$ cat config.mk
export PLATFORM = sky130hd
export DESIGN_NAME = load_store_unit_flat
export DESIGN_NICKNAME = d
export VERILOG_FILES = /design/src/rtl/lsu_pkg.sv /design/src/rtl/load_store_unit_if.sv /design/src/rtl/lsu_align.sv /design/src/rtl/load_store_unit.sv /design/src/flat_wrapper.sv
export SDC_FILE = /design/constraint.sdc
export NUM_CORES = 1
export LEC_CHECK = 0
export BUFFER_PORTS_ARGS = -buffer_cell sky130_fd_sc_hd__buf_2
export CAP_MARGIN = 20
export CELL_PAD_IN_SITES_DETAIL_PLACEMENT = 0
export CELL_PAD_IN_SITES_GLOBAL_PLACEMENT = 1
export CORE_MARGIN = 3
export CORE_UTILIZATION = 39
export DETAILED_ROUTE_END_ITERATION = 10
export GPL_TIMING_DRIVEN = 0
export PLACE_DENSITY_LB_ADDON = 0.25
export SLEW_MARGIN = 15
export SYNTH_ARGS = -nofsm -noshare
export SYNTH_HDL_FRONTEND = slang
export SYNTH_SLANG_ARGS = --single-unit
$ cat constraint.sdc
create_clock -name clk -period 6.95 [get_ports clk]
set_clock_uncertainty 0.1 [all_clocks]
set_input_delay 0.3475 -clock clk [delete_from_list [all_inputs] [get_ports clk]]
set_output_delay 0.3475 -clock clk [all_outputs]
set_load 0.005 [all_outputs]
$ cat src/rtl/lsu_pkg.sv
// Shared definitions for the load-store unit: access-size encodings and FSM states.
package lsu_pkg;

    // Access size encodings on req_size; 2'b11 decodes the same as a word.
    localparam logic [1:0] SZ_BYTE = 2'b00;
    localparam logic [1:0] SZ_HALF = 2'b01;
    localparam logic [1:0] SZ_WORD = 2'b10;

    typedef enum logic [1:0] {
        S_IDLE = 2'b00,
        S_REQ  = 2'b01,
        S_WAIT = 2'b10,
        S_WB   = 2'b11
    } lsu_state_e;

endpackage

$ cat src/rtl/load_store_unit_if.sv
// Request, memory and writeback signals of the load-store unit.
// Handshake rule: a transfer happens on a rising clk edge where valid and
// ready are both high; the valid side holds its payload stable until then.
interface load_store_unit_if #(
    parameter int ADDR_W = 32
) ();
    logic              req_valid;
    logic              req_ready;
    logic              req_load;
    logic [1:0]        req_size;
    logic              req_unsigned;
    logic [ADDR_W-1:0] req_addr;
    logic [31:0]       req_wdata;
    logic [4:0]        req_rd;

    logic              mem_req_valid;
    logic              mem_req_ready;
    logic [ADDR_W-1:0] mem_addr;
    logic [3:0]        mem_we;
    logic [31:0]       mem_wdata;
    logic              mem_resp_valid;
    logic [31:0]       mem_resp_data;

    logic              wb_valid;
    logic [4:0]        wb_rd;
    logic [31:0]       wb_data;

    // The unit itself.
    modport slave (
        input  req_valid, req_load, req_size, req_unsigned, req_addr, req_wdata, req_rd,
        output req_ready,
        output mem_req_valid, mem_addr, mem_we, mem_wdata,
        input  mem_req_ready, mem_resp_valid, mem_resp_data,
        output wb_valid, wb_rd, wb_data
    );

    // The pipeline/memory environment around the unit.
    modport master (
        output req_valid, req_load, req_size, req_unsigned, req_addr, req_wdata, req_rd,
        input  req_ready,
        input  mem_req_valid, mem_addr, mem_we, mem_wdata,
        output mem_req_ready, mem_resp_valid, mem_resp_data,
        input  wb_valid, wb_rd, wb_data
    );
endinterface

$ cat src/rtl/lsu_align.sv
// Byte-lane steering for stores and lane extract / sign-extend for loads.
module lsu_align
    import lsu_pkg::*;
(
    input  logic [1:0]  st_size,
    input  logic [1:0]  st_off,
    input  logic [31:0] st_data,
    output logic [3:0]  st_we,
    output logic [31:0] st_wdata,
    input  logic [1:0]  ld_size,
    input  logic [1:0]  ld_off,
    input  logic        ld_unsigned,
    input  logic [31:0] ld_raw,
    output logic [31:0] ld_data
);

    logic [31:0] shifted;

    // Store: replicate the data across lanes and enable only the addressed bytes.
    always_comb begin
        st_we    = 4'b1111;
        st_wdata = st_data;
        case (st_size)
            SZ_BYTE: begin
                st_we    = 4'b0001 << st_off;
                st_wdata = {4{st_data[7:0]}};
            end
            SZ_HALF: begin
                st_we    = 4'b0011 << {st_off[1], 1'b0};
                st_wdata = {2{st_data[15:0]}};
            end
            default: ;
        endcase
    end

    // Load: bring the addressed lane down to bit 0, then zero- or sign-extend.
    always_comb begin
        shifted = ld_raw;
        ld_data = ld_raw;
        case (ld_size)
            SZ_BYTE: begin
                shifted = ld_raw >> {ld_off, 3'b000};
                ld_data = ld_unsigned ? {24'h0, shifted[7:0]}
                                      : {{24{shifted[7]}}, shifted[7:0]};
            end
            SZ_HALF: begin
                shifted = ld_raw >> {ld_off[1], 4'b0000};
                ld_data = ld_unsigned ? {16'h0, shifted[15:0]}
                                      : {{16{shifted[15]}}, shifted[15:0]};
            end
            default: ;
        endcase
    end

endmodule

$ cat src/rtl/load_store_unit.sv
// MIPS150 load-store unit: one word-aligned memory access in flight at a time.
// Optional build macro LSU_MISALIGN_TRAP_EN: misaligned half/word accesses are
// dropped with a one-cycle misaligned pulse instead of being force-aligned.
module load_store_unit
    import lsu_pkg::*;
#(
    parameter int ADDR_W = 32
) (
    input  logic                    clk,
    input  logic                    rst,
    load_store_unit_if.slave        bus,
    output logic                    misaligned,
    output logic                    busy,
    output logic [1:0]              dbg_state
);

    lsu_state_e  state;
    logic [1:0]  size_q;
    logic [1:0]  off_q;
    logic        uns_q;
    logic        load_q;
    logic [4:0]  rd_q;
    logic        trap;
    logic [3:0]  st_we;
    logic [31:0] st_wdata;
    logic [31:0] ld_data;

    assign dbg_state = state;

`ifdef LSU_MISALIGN_TRAP_EN
    assign trap = ((bus.req_size == SZ_HALF) && bus.req_addr[0]) ||
                  (bus.req_size[1] && (bus.req_addr[1:0] != 2'b00));
`else
    // Misaligned low bits are simply ignored: the word address drops [1:0]
    // and the half extract only looks at offset bit 1.
    assign trap = 1'b0;
`endif

    lsu_align u_align (
        .st_size     (bus.req_size),
        .st_off      (bus.req_addr[1:0]),
        .st_data     (bus.req_wdata),
        .st_we       (st_we),
        .st_wdata    (st_wdata),
        .ld_size     (size_q),
        .ld_off      (off_q),
        .ld_unsigned (uns_q),
        .ld_raw      (bus.mem_resp_data),
        .ld_data     (ld_data)
    );

    // Access FSM with all handshake and writeback outputs registered.
    always_ff @(posedge clk or posedge rst) begin
        if (rst) begin
            state             <= S_IDLE;
            bus.req_ready     <= 1'b1;
            bus.mem_req_valid <= 1'b0;
            bus.mem_addr      <= '0;
            bus.mem_we        <= 4'b0000;
            bus.mem_wdata     <= 32'h0;
            bus.wb_valid      <= 1'b0;
            bus.wb_rd         <= 5'd0;
            bus.wb_data       <= 32'h0;
            misaligned        <= 1'b0;
            busy              <= 1'b0;
            size_q            <= SZ_BYTE;
            off_q             <= 2'b00;
            uns_q             <= 1'b0;
            load_q            <= 1'b0;
            rd_q              <= 5'd0;
        end else begin
            bus.wb_valid <= 1'b0;
            misaligned   <= 1'b0;
            case (state)
                S_IDLE: begin
                    if (bus.req_valid) begin
                        size_q        <= bus.req_size;
                        off_q         <= bus.req_addr[1:0];
                        uns_q         <= bus.req_unsigned;
                        load_q        <= bus.req_load;
                        rd_q          <= bus.req_rd;
                        bus.mem_addr  <= {bus.req_addr[ADDR_W-1:2], 2'b00};
                        bus.mem_we    <= bus.req_load ? 4'b0000 : st_we;
                        bus.mem_wdata <= st_wdata;
                        bus.req_ready <= 1'b0;
                        busy          <= 1'b1;
                        if (trap) begin
                            // Dropped access: pass through WB without a writeback.
                            misaligned <= 1'b1;
                            state      <= S_WB;
                        end else begin
                            bus.mem_req_valid <= 1'b1;
                            state             <= S_REQ;
                        end
                    end
                end
                S_REQ: begin
                    if (bus.mem_req_ready) begin
                        bus.mem_req_valid <= 1'b0;
                        if (load_q) begin
                            state <= S_WAIT;
                        end else begin
                            state         <= S_IDLE;
                            bus.req_ready <= 1'b1;
                            busy          <= 1'b0;
                        end
                    end
                end
                S_WAIT: begin
                    if (bus.mem_resp_valid) begin
                        bus.wb_data  <= ld_data;
                        bus.wb_rd    <= rd_q;
                        bus.wb_valid <= 1'b1;
                        state        <= S_WB;
                    end
                end
                S_WB: begin
                    state         <= S_IDLE;
                    bus.req_ready <= 1'b1;
                    busy          <= 1'b0;
                end
                default: begin
                    state         <= S_IDLE;
                    bus.req_ready <= 1'b1;
                    busy          <= 1'b0;
                end
            endcase
        end
    end

endmodule

$ cat src/flat_wrapper.sv
// flat-port wrapper written by rule: the top's interface ports become plain ports
module load_store_unit_flat import lsu_pkg::*;
#(
    parameter int ADDR_W = 32
)
  (clk, rst, misaligned, busy, dbg_state, bus_req_valid, bus_req_load, bus_req_size, bus_req_unsigned, bus_req_addr, bus_req_wdata, bus_req_rd, bus_req_ready, bus_mem_req_valid, bus_mem_addr, bus_mem_we, bus_mem_wdata, bus_mem_req_ready, bus_mem_resp_valid, bus_mem_resp_data, bus_wb_valid, bus_wb_rd, bus_wb_data);
  load_store_unit_if #(.ADDR_W(ADDR_W)) bus_i ();
  input  logic clk;
  input  logic rst;
  output logic misaligned;
  output logic busy;
  output logic [1:0] dbg_state;
  input wire logic [$bits(bus_i.req_valid)-1:0] bus_req_valid;
  input wire logic [$bits(bus_i.req_load)-1:0] bus_req_load;
  input wire logic [$bits(bus_i.req_size)-1:0] bus_req_size;
  input wire logic [$bits(bus_i.req_unsigned)-1:0] bus_req_unsigned;
  input wire logic [$bits(bus_i.req_addr)-1:0] bus_req_addr;
  input wire logic [$bits(bus_i.req_wdata)-1:0] bus_req_wdata;
  input wire logic [$bits(bus_i.req_rd)-1:0] bus_req_rd;
  output wire logic [$bits(bus_i.req_ready)-1:0] bus_req_ready;
  output wire logic [$bits(bus_i.mem_req_valid)-1:0] bus_mem_req_valid;
  output wire logic [$bits(bus_i.mem_addr)-1:0] bus_mem_addr;
  output wire logic [$bits(bus_i.mem_we)-1:0] bus_mem_we;
  output wire logic [$bits(bus_i.mem_wdata)-1:0] bus_mem_wdata;
  input wire logic [$bits(bus_i.mem_req_ready)-1:0] bus_mem_req_ready;
  input wire logic [$bits(bus_i.mem_resp_valid)-1:0] bus_mem_resp_valid;
  input wire logic [$bits(bus_i.mem_resp_data)-1:0] bus_mem_resp_data;
  output wire logic [$bits(bus_i.wb_valid)-1:0] bus_wb_valid;
  output wire logic [$bits(bus_i.wb_rd)-1:0] bus_wb_rd;
  output wire logic [$bits(bus_i.wb_data)-1:0] bus_wb_data;
  assign bus_i.req_valid = bus_req_valid;
  assign bus_i.req_load = bus_req_load;
  assign bus_i.req_size = bus_req_size;
  assign bus_i.req_unsigned = bus_req_unsigned;
  assign bus_i.req_addr = bus_req_addr;
  assign bus_i.req_wdata = bus_req_wdata;
  assign bus_i.req_rd = bus_req_rd;
  assign bus_req_ready = bus_i.req_ready;
  assign bus_mem_req_valid = bus_i.mem_req_valid;
  assign bus_mem_addr = bus_i.mem_addr;
  assign bus_mem_we = bus_i.mem_we;
  assign bus_mem_wdata = bus_i.mem_wdata;
  assign bus_i.mem_req_ready = bus_mem_req_ready;
  assign bus_i.mem_resp_valid = bus_mem_resp_valid;
  assign bus_i.mem_resp_data = bus_mem_resp_data;
  assign bus_wb_valid = bus_i.wb_valid;
  assign bus_wb_rd = bus_i.wb_rd;
  assign bus_wb_data = bus_i.wb_data;
  load_store_unit #(.ADDR_W(ADDR_W)) u_core (.clk(clk), .rst(rst), .bus(bus_i), .misaligned(misaligned), .busy(busy), .dbg_state(dbg_state));
endmodule
## After elaboration in Yosys (flattened, before gate mapping)

Cells that the tools add are included.

- Register bits: 120
- Input bits: 110
- Output and inout port bits: 112
- Word-level logic and storage cells: 61

- Equality and inequality tests: 9
- Shift operators: 4
- Multiplexer cells: 23
- Reductions and logical operators: 10

Operators with widths:

| cell | count |
|---|---|
| one-hot mux 32 bit (2 select lines) | 2 |
| 2-to-1 mux 32 bit | 2 |
| right shift 32 x 5 -> 16 bit | 1 |
| right shift 32 x 5 -> 8 bit | 1 |
| 2-to-1 mux 1 bit | 9 |
| 2-to-1 mux 2 bit | 4 |
| inequality test 2 bit, second input constant | 4 |
| one-hot mux 2 bit (4 select lines) | 1 |
| one-hot mux 4 bit (2 select lines) | 1 |
| equality test 2 x 1 -> 1 bit, second input constant | 3 |
| logical NOT 2 bit | 3 |
| one-hot mux 1 bit (3 select lines) | 2 |
| AND reduction 3 bit | 2 |
| equality test 2 bit, second input constant | 2 |
| 2-to-1 mux 4 bit | 1 |
| AND reduction 2 bit | 2 |
| AND reduction 4 bit | 1 |
| left shift 1 x 2 -> 4 bit, first input constant | 1 |
| left shift 2 x 2 -> 4 bit, first input constant | 1 |
| nonzero test 3 bit | 1 |
| one-hot mux 1 bit (2 select lines) | 1 |
| nonzero test 2 bit | 1 |

## Logic depth before layout (Yosys ltp)

- Depth after elaboration: 3
- Mapped depth: 7
- Mapped depth without buffers: 4

## Cells and area by module

From an unflattened synthesis, not the netlist that was laid out.

- Cells, all modules: 440
- Area, all modules: 6087.1 µm²

Modules (own cells, without submodules):

| module | instances | cells each | area each (µm²) | seq. area each (µm²) |
|---|---|---|---|---|
| load_store_unit | 1 | 283 | 4911.0 | 3004.1 |
| lsu_align | 1 | 157 | 1176.1 | 0.0 |

## Worst setup path after synthesis

Ideal clock, no wire load.

- Kind: register to register
- From: register with a tool-made name
- To: register u_core.size_q[1]
- Library setup time: 117 ps
- Arrival: 1415 ps
- Data required time: 6733 ps
- Path slack: 5319 ps
- Stages on the path, launching flop included: 8
- Path buffers: 4
- Period minus slack after synthesis: 1631 ps
- Path through: dfrtp_1 > buf_2 > or3b_1 > clkbuf_1 > buf_4 > buf_6 > nand2_1 > nand2_1

RTL lines:

| what | line | RTL |
|---|---|---|
| to (signal assigned) | load_store_unit.sv:77 | `size_q <= bus.req_size;` |
| to (decl) | load_store_unit.sv:18 | `logic [1:0] size_q;` |

## Worst setup path in the final report

- From: register u_core.off_q[1]
- To: register u_core.bus.wb_data[13]

- Cells in the longest elaborated chain, start to end: 3
- Elaborated cells on any way between the ends: 5
- Classes of those cells: 2 x shift; 3 x mux

RTL lines:

| what | line | RTL |
|---|---|---|
| from (decl) | load_store_unit.sv:19 | `logic [1:0] off_q;` |
| from (signal assigned) | load_store_unit.sv:78 | `off_q <= bus.req_addr[1:0];` |
| right shift 32 x 5 -> 16 bit or right shift 32 x 5 -> 8 bit (tied branches) | lsu_align.sv:47, lsu_align.sv:42 |  |
| 2-to-1 mux 32 bit, on equally long branches | lsu_align.sv:48, lsu_align.sv:43 |  |
| one-hot mux 32 bit (2 select lines) * | lsu_align.sv:40 | `case (ld_size)` |
| to (signal assigned) | load_store_unit.sv:111 | `bus.wb_data <= ld_data;` |
| to (decl) | load_store_unit_if.sv:34 | `output wb_valid, wb_rd, wb_data` |

Every way passes the cells marked *; elsewhere a longest branch is shown, timed or not.
A chain may end at the register's enable or synchronous reset.

==> flow_metrics.env <==
export IMPL_clockBufferDepth=2
export IMPL_ys_ff_latch=120
export IMPL_dr_pass1_iters=5
export IMPL_timing_fmax_mhz=527
export IMPL_cts_root_buf="clkbuf_16"
export IMPL_crit_path_max_fanout=10
export IMPL_drive_gt1_share_pct=37.9
export IMPL_syn_to_final_growth_pct=34.5
export IMPL_slowest_delay_ns=0.61
export IMPL_crit_required_ns=7.10
export IMPL_worstSetupPathType="reg2reg"
export IMPL_gp_congestion=0.823
export IMPL_dieArea_mm2=0.0159
export IMPL_route_detailed_drc=0
export IMPL_tns_ns=0
export IMPL_vias=5078
export IMPL_rows=43
export IMPL_fin_util_pct=54.0
export IMPL_clk_latency_ns=0.41
export IMPL_grt_pass1_vias=5256
export IMPL_grt_pass1_wl_um=27100
export IMPL_yosys_warnings=0
export IMPL_outcome="finished clean"
export IMPL_slew_headroom_pct=39.7
export IMPL_async_flop_share_pct=100
export IMPL_finalHoldViolations=0
export IMPL_grt_max_degree=73
export IMPL_ys_types=43
export IMPL_syn_avg_cell_area_um2=9.59
export IMPL_cp_end_kind="flip-flop"
export IMPL_ios=222
export IMPL_diodes=0
export IMPL_rsz0062_at_grt="false"
export IMPL_post_route_period_util_pct=27.3
export IMPL_startpoint_type="flip-flop"
export IMPL_antenna_left=0
export IMPL_n_fill_cell=1333
export IMPL_drv_slew=0
export IMPL_synth_edf_count=0
export IMPL_cts_sinks=120
export IMPL_cts_resized=0
export IMPL_synth_seq_area_share_pct=53.5
export IMPL_vdd_ir_drop_max_v=0.000227
export IMPL_routed_wl_um=16900
export IMPL_clk_pin_slew_ns=0.05
export IMPL_post_cts_setup_buffers=0
export IMPL_syn_inst=586
export IMPL_path_buf_inv=1
export IMPL_io_buffers=218
export IMPL_wl_per_cell_um=16.5
export IMPL_place_area_mm2=0.00697
export IMPL_final_cell_mix="234 x buf_2, 196 x nand2_1, 119 x dfrtp_1"
export IMPL_min_period_ns=1.90
export IMPL_critPathTopFamily="compound AO/OA/AOI/OAI gates"
export IMPL_final_common_cell="buf_2"
export IMPL_cts_tree="built"
export IMPL_grt_remaining_overflow=0
export IMPL_drt_iter0_markers=251
export IMPL_worst_slack_ns=5.05
export IMPL_power_density_mw_per_mm2=451
export IMPL_cts_buffers=17
export IMPL_cts_max_level=4
export IMPL_maxCapViolations=0
export IMPL_synthesis_area_mm2=0.00562
export IMPL_finalNetCount=939
export IMPL_setup_viol=0
export IMPL_postLayoutCellArea_mm2=0.00756
export IMPL_viasPerCell=4.98
export IMPL_antenna_found_initial=0
export IMPL_hold_path_class="in2reg"
export IMPL_total_power_uw=3410
export IMPL_leakagePower_uw=0.00391
export IMPL_pre_cts_slack_ns=5.05
export IMPL_placeableCoreArea_mm2=0.0140
export IMPL_die_x_um=126
export IMPL_initial_utilization_pct=40.2
export IMPL_crit_path_top_delay_cell="a221oi_2"
export IMPL_dieHeight_um=126
export IMPL_cp_arrival_ns=2.05
export IMPL_worstMarginPinSlew_ns=0.901
export IMPL_synth_flop_cell="dfrtp_1"
export IMPL_cp_cell_sequence="buf_6 -> mux2_4 -> a221oi_2 -> a211oi_1"
export IMPL_place_hpwl_um=12600
export IMPL_grt_usage_pct=21.6
==> through the flow <==
| step | hold slack (ns) | cells |
|---|---|---|
| finish | 0.0193 | 1020 |
| detailed placement | 0.318 | 987 |
| floorplan | 0.339 | 588 |
| global route | 0.0170 | 1020 |
| global placement | 0.348 | 986 |
| CTS | 0.000893 | 1020 |
==> synth_stat cells (2+ instances only) <==
| cell type | instances | area [um2] |
|---|---|---|
| nand3b_1 | 8 | 60.1 |
| inv_1 | 5 | 18.8 |
| a211oi_1 | 8 | 60.1 |
| a31oi_1 | 7 | 43.8 |
| mux2_4 | 2 | 30.0 |
| o21ai_1 | 7 | 35.0 |
| o22ai_1 | 7 | 43.8 |
| dfrtp_1 | 119 | 2980 |
| mux2i_1 | 24 | 240 |
| nor3b_1 | 9 | 67.6 |
| nand2b_1 | 4 | 25.0 |
| nor2b_1 | 2 | 12.5 |
| nand2_1 | 196 | 736 |
| o22ai_2 | 10 | 125 |
| o21ai_0 | 25 | 125 |
| clkbuf_1 | 13 | 48.8 |
| nor2_1 | 39 | 146 |
| nor3b_2 | 2 | 25.0 |
| mux2_2 | 22 | 248 |
| buf_4 | 5 | 37.5 |
| buf_6 | 6 | 67.6 |
| a21oi_1 | 21 | 105 |
| buf_1 | 4 | 15.0 |
| buf_2 | 16 | 80.1 |
| a22oi_1 | 7 | 52.6 |
==> metal layers <==
metal	routed length, um	vias to the layer above	GRT usage (%)
met4	217	0	7.13
met2	8280	198	35.7
met3	1490	18	8.23
met5	0	-	0
met1	6880	2416	26.0
li1	-	2446	-
==> final timing paths <==
check	startpoint	end	slack, ns	depth (start not counted)
max	u_core.off_q[1]	u_core.bus.wb_data[13]	5.05	4
min	bus_req_addr[15]	u_core.bus.mem_addr[15]	0.02	3
max reg2reg	u_core.off_q[1]	u_core.bus.wb_data[13]	5.05	4
min reg2reg	u_core.bus.mem_addr[13]	u_core.bus.mem_addr[13]	0.37	2
max in group asynchronous	rst	u_core.bus.wb_data[13]	5.64	4
min in group asynchronous	rst	u_core.bus.mem_addr[21]	0.41	3
==> state kept, by name, indices dropped and copies added, names as in the netlist, named ones only <==
register and count:
u_core.dbg_state 1, u_core.bus.wb_data 32, u_core.size_q 2, u_core.load_q 1, u_core.busy 1, u_core.off_q 2
u_core.bus.req_ready 1, u_core.rd_q 5, u_core.bus.mem_we 4, u_core.bus.wb_rd 5, u_core.bus.wb_valid 1, u_core.bus.mem_wdata 32
u_core.bus.mem_addr 30, u_core.bus.mem_req_valid 1, u_core.uns_q 1
==> tightest hold or removal path, delay by kind of cell <==
kind	cells	cell delay, ns
buf+inv	1	0.07
simple gates	2	0.09
==> cell families after synthesis <==
logic type,synth area share [%]
and+or+nand+nor,20.3
DFF,53.5
AOI/OAI and AO/OA,11.7
buffers and inverters,4.83
muxes,9.62
other,0.0668
==> where the power goes <==
group | internal, uW | leakage [uW] | switching, uW
Clock | 527 | 0.000271 | 306
Combinational | 615 | 0.00219 | 731
Sequential | 1050 | 0.00145 | 186
Total | 2190 | 0.00391 | 1220
==> final cells by class <==
type / instances / area (um2) / share of cell area [%]
timing repair buffer: 222 / 1150 / 15.2
clock inverter: 10 / 105 / 1.39
clock buffer: 20 / 447 / 5.91
tap: 180 / 225 / 2.98
sequential: 120 / 3000 / 39.8
buffer: 44 / 249 / 3.30
multi-input combinational: 418 / 2350 / 31.1
inverter: 6 / 27.5 / 0.364
==> repair_timing <==
item | 4_1_cts | 5_1_grt
hold endpoints to repair | 49 | 0
endpoints found under the setup margin | 0 | 0
hold buffers | 3 | 0
(Power assumes the default switching activity.)
